===== src/rtl/booth_wallace_pipe_pkg.sv =====
`default_nettype none
// ============================================================================
// Module   : booth_wallace_pipe_pkg
// Brief    : Shared widths, row types and the 3:2 compressor for the Booth tree.
// Revision : 1.0
// ============================================================================
package booth_wallace_pipe_pkg;

    localparam int PPW    = 34;
    localparam int NPP    = 17;
    localparam int SW     = 68;
    localparam int TAG_W  = 5;
    localparam int PROD_W = 64;

    typedef logic [SW-1:0]             row_t;
    typedef logic [NPP-1:0][PPW-1:0]   pp_bus_t;

    typedef struct packed {
        row_t sum;
        row_t carry;
    } csa_out_t;

    // Carry leaves the top bit behind: the tree works modulo 2^SW.
    function automatic csa_out_t csa32_f(input row_t a, input row_t b, input row_t c);
        csa_out_t r;
        r.sum   = a ^ b ^ c;
        r.carry = ((a & b) | (a & c) | (b & c)) << 1;
        return r;
    endfunction

endpackage
`default_nettype wire


===== src/rtl/booth_wallace_pipe_if.sv =====
`default_nettype none
// ============================================================================
// Module   : booth_wallace_pipe_if
// Brief    : Operand/result handshake bundle between Booth generator and tree.
// Revision : 1.0
// ============================================================================
interface booth_wallace_pipe_if;
    import booth_wallace_pipe_pkg::*;

    logic              in_valid;
    logic              in_ready;
    logic [TAG_W-1:0]  in_tag;
    pp_bus_t           pp;
    logic              flush;
    logic              out_valid;
    logic              out_ready;
    logic [TAG_W-1:0]  out_tag;
    logic [PROD_W-1:0] prod;

    modport master (
        output in_valid, in_tag, pp, flush, out_ready,
        input  in_ready, out_valid, out_tag, prod
    );

    modport slave (
        input  in_valid, in_tag, pp, flush, out_ready,
        output in_ready, out_valid, out_tag, prod
    );

endinterface
`default_nettype wire


===== src/rtl/booth_wallace_pipe_csa32.sv =====
`default_nettype none
// ============================================================================
// Module   : booth_wallace_pipe_csa32
// Brief    : Row-wide 3:2 carry-save compressor, purely combinational.
// Revision : 1.0
// ============================================================================
module booth_wallace_pipe_csa32
    import booth_wallace_pipe_pkg::*;
(
    input  row_t i_a,
    input  row_t i_b,
    input  row_t i_c,
    output row_t o_sum,
    output row_t o_carry
);

    csa_out_t w_res;

    assign w_res   = csa32_f(i_a, i_b, i_c);
    assign o_sum   = w_res.sum;
    assign o_carry = w_res.carry;

endmodule
`default_nettype wire


===== src/rtl/booth_wallace_pipe.sv =====
`default_nettype none
// ============================================================================
// Module   : booth_wallace_pipe
// Brief    : 3-stage Wallace reduction + final add of 17 Booth partial products.
// Revision : 1.0
// ============================================================================
module booth_wallace_pipe
    import booth_wallace_pipe_pkg::*;
(
    input  logic                 clk,
    input  logic                 resetn,
    booth_wallace_pipe_if.slave  bus
);

    row_t w_l0 [NPP];
    row_t w_l1 [12];
    row_t w_l2 [8];
    row_t w_l3 [6];
    row_t w_m1 [4];
    row_t w_m2 [3];
    row_t w_s2_sum;
    row_t w_s2_carry;
    row_t w_s3;
    logic [PROD_W-1:0] w_prod_next;
    logic w_unused;

    row_t r_s1_rows [6];
    row_t r_s2_sum;
    row_t r_s2_carry;
    logic [TAG_W-1:0]  r_s1_tag;
    logic [TAG_W-1:0]  r_s2_tag;
    logic [TAG_W-1:0]  r_out_tag;
    logic [PROD_W-1:0] r_prod;
    logic r_v1, r_v2, r_v3;
    logic w_adv1, w_adv2, w_adv3;

    // Stage 1: align each partial product to weight 4^i, then 17 -> 12 -> 8 -> 6.
    for (genvar i = 0; i < NPP; i++) begin : g_ext
        assign w_l0[i] = {{(SW-PPW){bus.pp[i][PPW-1]}}, bus.pp[i]} << (2*i);
    end

    for (genvar g = 0; g < 5; g++) begin : g_l1
        booth_wallace_pipe_csa32 u_csa (
            .i_a(w_l0[3*g]), .i_b(w_l0[3*g+1]), .i_c(w_l0[3*g+2]),
            .o_sum(w_l1[2*g]), .o_carry(w_l1[2*g+1])
        );
    end
    assign w_l1[10] = w_l0[15];
    assign w_l1[11] = w_l0[16];

    for (genvar g = 0; g < 4; g++) begin : g_l2
        booth_wallace_pipe_csa32 u_csa (
            .i_a(w_l1[3*g]), .i_b(w_l1[3*g+1]), .i_c(w_l1[3*g+2]),
            .o_sum(w_l2[2*g]), .o_carry(w_l2[2*g+1])
        );
    end

    for (genvar g = 0; g < 2; g++) begin : g_l3
        booth_wallace_pipe_csa32 u_csa (
            .i_a(w_l2[3*g]), .i_b(w_l2[3*g+1]), .i_c(w_l2[3*g+2]),
            .o_sum(w_l3[2*g]), .o_carry(w_l3[2*g+1])
        );
    end
    assign w_l3[4] = w_l2[6];
    assign w_l3[5] = w_l2[7];

    // Stage 2: 6 -> 4 -> 3 -> 2.
    for (genvar g = 0; g < 2; g++) begin : g_m1
        booth_wallace_pipe_csa32 u_csa (
            .i_a(r_s1_rows[3*g]), .i_b(r_s1_rows[3*g+1]), .i_c(r_s1_rows[3*g+2]),
            .o_sum(w_m1[2*g]), .o_carry(w_m1[2*g+1])
        );
    end

    booth_wallace_pipe_csa32 u_m2 (
        .i_a(w_m1[0]), .i_b(w_m1[1]), .i_c(w_m1[2]),
        .o_sum(w_m2[0]), .o_carry(w_m2[1])
    );
    assign w_m2[2] = w_m1[3];

    booth_wallace_pipe_csa32 u_m3 (
        .i_a(w_m2[0]), .i_b(w_m2[1]), .i_c(w_m2[2]),
        .o_sum(w_s2_sum), .o_carry(w_s2_carry)
    );

    // Stage 3: the Booth rows encode 2*y, so the product sits one bit up.
    assign w_s3        = r_s2_sum + r_s2_carry;
    assign w_prod_next = w_s3[PROD_W:1];
    assign w_unused    = ^{w_s3[SW-1:PROD_W+1], w_s3[0]};

    assign w_adv3 = !r_v3 || bus.out_ready;
    assign w_adv2 = !r_v2 || w_adv3;
    assign w_adv1 = !r_v1 || w_adv2;

    assign bus.in_ready  = w_adv1;
    assign bus.out_valid = r_v3;
    assign bus.out_tag   = r_out_tag;
    assign bus.prod      = r_prod;

    always_ff @(posedge clk or negedge resetn) begin
        if (!resetn) begin
            r_v1      <= 1'b0;
            r_v2      <= 1'b0;
            r_v3      <= 1'b0;
            r_s1_tag  <= '0;
            r_s2_tag  <= '0;
            r_out_tag <= '0;
            r_prod    <= '0;
        end else if (bus.flush) begin
            r_v1 <= 1'b0;
            r_v2 <= 1'b0;
            r_v3 <= 1'b0;
        end else begin
            if (w_adv1) begin
                r_v1     <= bus.in_valid;
                r_s1_tag <= bus.in_tag;
            end
            if (w_adv2) begin
                r_v2     <= r_v1;
                r_s2_tag <= r_s1_tag;
            end
            // Result regs only move on a real result so they stay put across bubbles.
            if (w_adv3) begin
                r_v3 <= r_v2;
                if (r_v2) begin
                    r_out_tag <= r_s2_tag;
                    r_prod    <= w_prod_next;
                end
            end
        end
    end

    always_ff @(posedge clk) begin
        if (w_adv1 && bus.in_valid) begin
            r_s1_rows <= w_l3;
        end
        if (w_adv2 && r_v1) begin
            r_s2_sum   <= w_s2_sum;
            r_s2_carry <= w_s2_carry;
        end
    end

endmodule
`default_nettype wire

===== src/flat_wrapper.sv =====
// flat-port wrapper written by rule: the top's interface ports become plain ports
module booth_wallace_pipe_flat import booth_wallace_pipe_pkg::*;
  (clk, resetn, bus_in_valid, bus_in_tag, bus_pp, bus_flush, bus_out_ready, bus_in_ready, bus_out_valid, bus_out_tag, bus_prod);
  booth_wallace_pipe_if bus_i ();
  input  logic clk;
  input  logic resetn;
  input wire logic [$bits(bus_i.in_valid)-1:0] bus_in_valid;
  input wire logic [$bits(bus_i.in_tag)-1:0] bus_in_tag;
  input wire logic [$bits(bus_i.pp)-1:0] bus_pp;
  input wire logic [$bits(bus_i.flush)-1:0] bus_flush;
  input wire logic [$bits(bus_i.out_ready)-1:0] bus_out_ready;
  output wire logic [$bits(bus_i.in_ready)-1:0] bus_in_ready;
  output wire logic [$bits(bus_i.out_valid)-1:0] bus_out_valid;
  output wire logic [$bits(bus_i.out_tag)-1:0] bus_out_tag;
  output wire logic [$bits(bus_i.prod)-1:0] bus_prod;
  assign bus_i.in_valid = bus_in_valid;
  assign bus_i.in_tag = bus_in_tag;
  assign bus_i.pp = bus_pp;
  assign bus_i.flush = bus_flush;
  assign bus_i.out_ready = bus_out_ready;
  assign bus_in_ready = bus_i.in_ready;
  assign bus_out_valid = bus_i.out_valid;
  assign bus_out_tag = bus_i.out_tag;
  assign bus_prod = bus_i.prod;
  booth_wallace_pipe u_core (.clk(clk), .resetn(resetn), .bus(bus_i));
endmodule

===== config.mk =====
export PLATFORM = sky130hd
export DESIGN_NAME = booth_wallace_pipe_flat
export DESIGN_NICKNAME = d
export VERILOG_FILES = /design/src/rtl/booth_wallace_pipe_pkg.sv /design/src/rtl/booth_wallace_pipe_if.sv /design/src/rtl/booth_wallace_pipe_csa32.sv /design/src/rtl/booth_wallace_pipe.sv /design/src/flat_wrapper.sv
export SDC_FILE = /design/constraint.sdc
export NUM_CORES = 2
export LEC_CHECK = 0
export CORE_AREA = 2 2 255 257
export DETAILED_ROUTE_END_ITERATION = 10
export DIE_AREA = 0 0 257 259
export PLACE_DENSITY = 0.8
export SYNTH_ARGS = -nofsm -noshare
export SYNTH_HDL_FRONTEND = slang
export SYNTH_SLANG_ARGS = --single-unit

===== constraint.sdc =====
create_clock -name clk -period 32.8 [get_ports clk]
set_clock_uncertainty 0.15 [all_clocks]
set_input_delay 6.56 -clock clk [delete_from_list [all_inputs] [get_ports clk]]
set_output_delay 6.56 -clock clk [all_outputs]
set_load 0.1 [all_outputs]

==> results.yml <==
sta:
  finalSetupTns_ns: 0
  slew_viol_final: 0
  worst_pin_slew_ns: 1.220
  finalCriticalPeriod_ns: 15.54
  rsz0062_at_grt: "false"
  max-slew-margin-rel: 0.1844
  fin_crit_sh: 0.4737
  fmax_mhz: 64.36
  hold_slack_ns: 0.2675
  finalSetupViolCount: 0
  finalHoldViolCount: 0
drt:
  vias: 20303
  firstDrtPassIters: 7
  wl_met1_um: 29900
  wl_met2_um: 42640
  drt-initial-drc-count: 1053
  drt-total-wl_um: 79600
  antenna_left: 0
  wl_per_cell_um: 19.53
  dr.max_layer_used: "met5"
  drc_errors: 0
  dr_wl_met3_um: 5095
  routed_via_density: 4.982
synth:
  ys.flop_type: "edfxtp_1"
  synth_area_leaders: "edfxtp_1 35%, fa_1 34%, inv_1 8.1%"
  syn_area_um2: 32750
  yosys_warnings: 0
  synth_seq_cells: 467
  synth_common_cells: "706 x inv_1, 562 x fa_1, 385 x edfxtp_1"
  synthArstFlopShare: 0.1756
  yosysUniqueCellTypes: 61
  syn_area_per_cell_um2: 13.13
  synth_edf_count: 385
  synth_top_area_frac: 0.3530
  synth_top_area_cell: "edfxtp_1"
  synth_most_common_cell: "inv_1"
  ys_seq_area_frac: 0.4156
  postSynthCellCount: 2495
  syn_nets: 3779
worst_hold_path:
  hold_depth: 0
  hold_class: "flip-flop to flip-flop"
  min_from: "u_core.r_s1_rows[342]"
  holdPathEnd: "u_core.r_s2_sum[2]"
clock_tree:
  cts_hold_buf: 0
  clk_latency_ns: 0.60
  cts_buffer_depth: 3
  numCtsBuffers: 52
  cts_max_level: 2
  clk_pin_slew_ns: 0.06
  clock_sinks: 467
  post_cts_resized: 0
  cts_root_buffer: "clkbuf_16"
  cts_tree: "yes"
  cts_setup_buffers: 0
final_layout:
  final_net_count: 4460
  drive_gt1_frac: 0.03789
  area_growth_pct: 28.96
  num_antenna_cells: 0
status:
  outcome: "completed"
floorplanning:
  ios: 659
  core_area_um2: 63880
  start_util: 0.5127
  fp.dieW_um: 257
  die-area_um2: 66560
  dieHeight_um: 259
  fp-row-count: 93
setup_path:
  reg2reg_from: "u_core.r_s2_carry[9]"
  end_kind: "output port"
  crit_required_ns: 26.09
  reg2reg_depth: 10
  arrival_ns: 8.83
  path_max_fanout: 9
  crit_start: "bus_out_ready"
  critPathKind: "input pin to output port"
  critPathLaunchType: "input pin"
  r2r-end: "u_core.bus.prod[60]"
  rrSetupSlack_ns: 29.11
place:
  dp_hpwl_um: 65550
  gp_congestion: 0.9153
  io_buffers: 656
pwr:
  p_per_area_nw_per_um2: 89.54
  leakage_nw: 18.58
  fin_total_pwr_mw: 3.782
  vdd_drop_max_uv: 58.32
global_route:
  grt_pass1_vias: 23337
  grt_max_degree: 176
  grt_first_pass_wirelength_um: 126600
  grt_usage: 0.2483
  grt_overflow_total: 0
  antenna_found_initial: 3
run:
  max_cap_violations: 0
==> stage by stage <==
step                      std cells    util  setup slack (ns)  instance area (um^2)
after floorplan                2495       -             11.72                 32750
after global placement         3977  0.6314             17.30                 40340
after detailed placement       3977  0.6314             17.26                 40340
after CTS                      4075  0.6612             17.26                 42240
after global routing           4075  0.6612             17.15                 42240
final                          4075  0.6612             17.26                 42240
==> layout by cell type (no fill, tap or decap), types with 8 or more instances in the layout <==
| cell | Yosys | layout |
|---|---|---|
| edfxtp_1 | 385 | 385 |
| a31oi_1 | 10 | 9 |
| and2_1 | 10 | 10 |
| nor2_1 | 37 | 37 |
| nor3_1 | 12 | 12 |
| a21oi_1 | 61 | 61 |
| mux2_2 | 13 | 13 |
| o211ai_1 | 8 | 8 |
| and3_1 | 8 | 8 |
| a21o_1 | 30 | 30 |
| clkbuf_16 | 0 | 54 |
| ha_1 | 134 | 134 |
| xnor2_1 | 34 | 34 |
| nand3_1 | 15 | 15 |
| clkinv_2 | 0 | 15 |
| fa_1 | 562 | 562 |
| dfrtp_1 | 82 | 82 |
| o21bai_1 | 9 | 9 |
| clkdlybuf4s50_1 | 0 | 655 |
| o21ai_0 | 83 | 83 |
| nand2_1 | 146 | 146 |
| bufinv_16 | 0 | 11 |
| nand4_1 | 19 | 19 |
| inv_1 | 706 | 706 |
| xor2_1 | 25 | 25 |
==> cell families (layout without fill, tap and decap cells) <==
group	count (synthesis)	in the layout	share of synthesized area
multiplexers	13	13	0.004470
XOR/XNOR	59	59	0.01578
AND/OR/NAND/NOR	267	267	0.03641
AO/OA/AOI/OAI	251	251	0.04760
buffers and inverters	742	1467	0.08538
adder cells (fa/ha/maj)	696	696	0.3947
flip-flops	467	467	0.4156
==> state kept, by name, indices dropped and copies added (netlist names) <==
register and flops:
u_core.r_s1_rows 264, u_core.bus.prod 64, u_core.r_s2_sum 64, u_core.r_s2_carry 57, u_core.bus.out_tag 5, u_core.r_s1_tag 5
u_core.r_s2_tag 5, u_core.bus.out_valid 1, u_core.r_v1 1, u_core.r_v2 1
==> where the power goes <==
part | leakage [nW] | internal (mW) | switching, mW
Sequential | 4.72 | 0.982 | 0.0917
Combinational | 12.9 | 0.797 | 1.27
Clock | 0.938 | 0.395 | 0.249
==> worst max path at each step <==
| stage | end |
|---|---|
| floorplan | u_core.r_s1_rows[100] |
| global placement | bus_in_ready |
| detailed placement | bus_in_ready |
| CTS | bus_in_ready |
| global route | bus_in_ready |
| finish | bus_in_ready |
==> cell type report <==
type | count | area (um^2)
Clock inverter | 36 | 488.0
Timing Repair Buffer | 663 | 6629
Inverter | 706 | 2650
Tap cell | 855 | 1070
Fill cell | 4440 | 21650
Multi-Input combinational cell | 1286 | 16380
Sequential cell | 467 | 13610
Clock buffer | 62 | 1411
==> worst max-delay path, cell delays in order <==
cell	delay, ns
clkdlybuf4s50_1	0.41
nor2b_1	0.63
nand3_1	0.20
clkdlybuf4s50_1	1.03
==> layer usage <==
| metal | track usage | vias to the layer above |
|---|---|---|
| met5 | 0 | - |
| met4 | 0.06315 | 6 |
| met3 | 0.05331 | 141 |
| met2 | 0.4534 | 684 |
| met1 | 0.2994 | 10331 |
| li1 | - | 9141 |
Power figures use the tool's default switching activity.
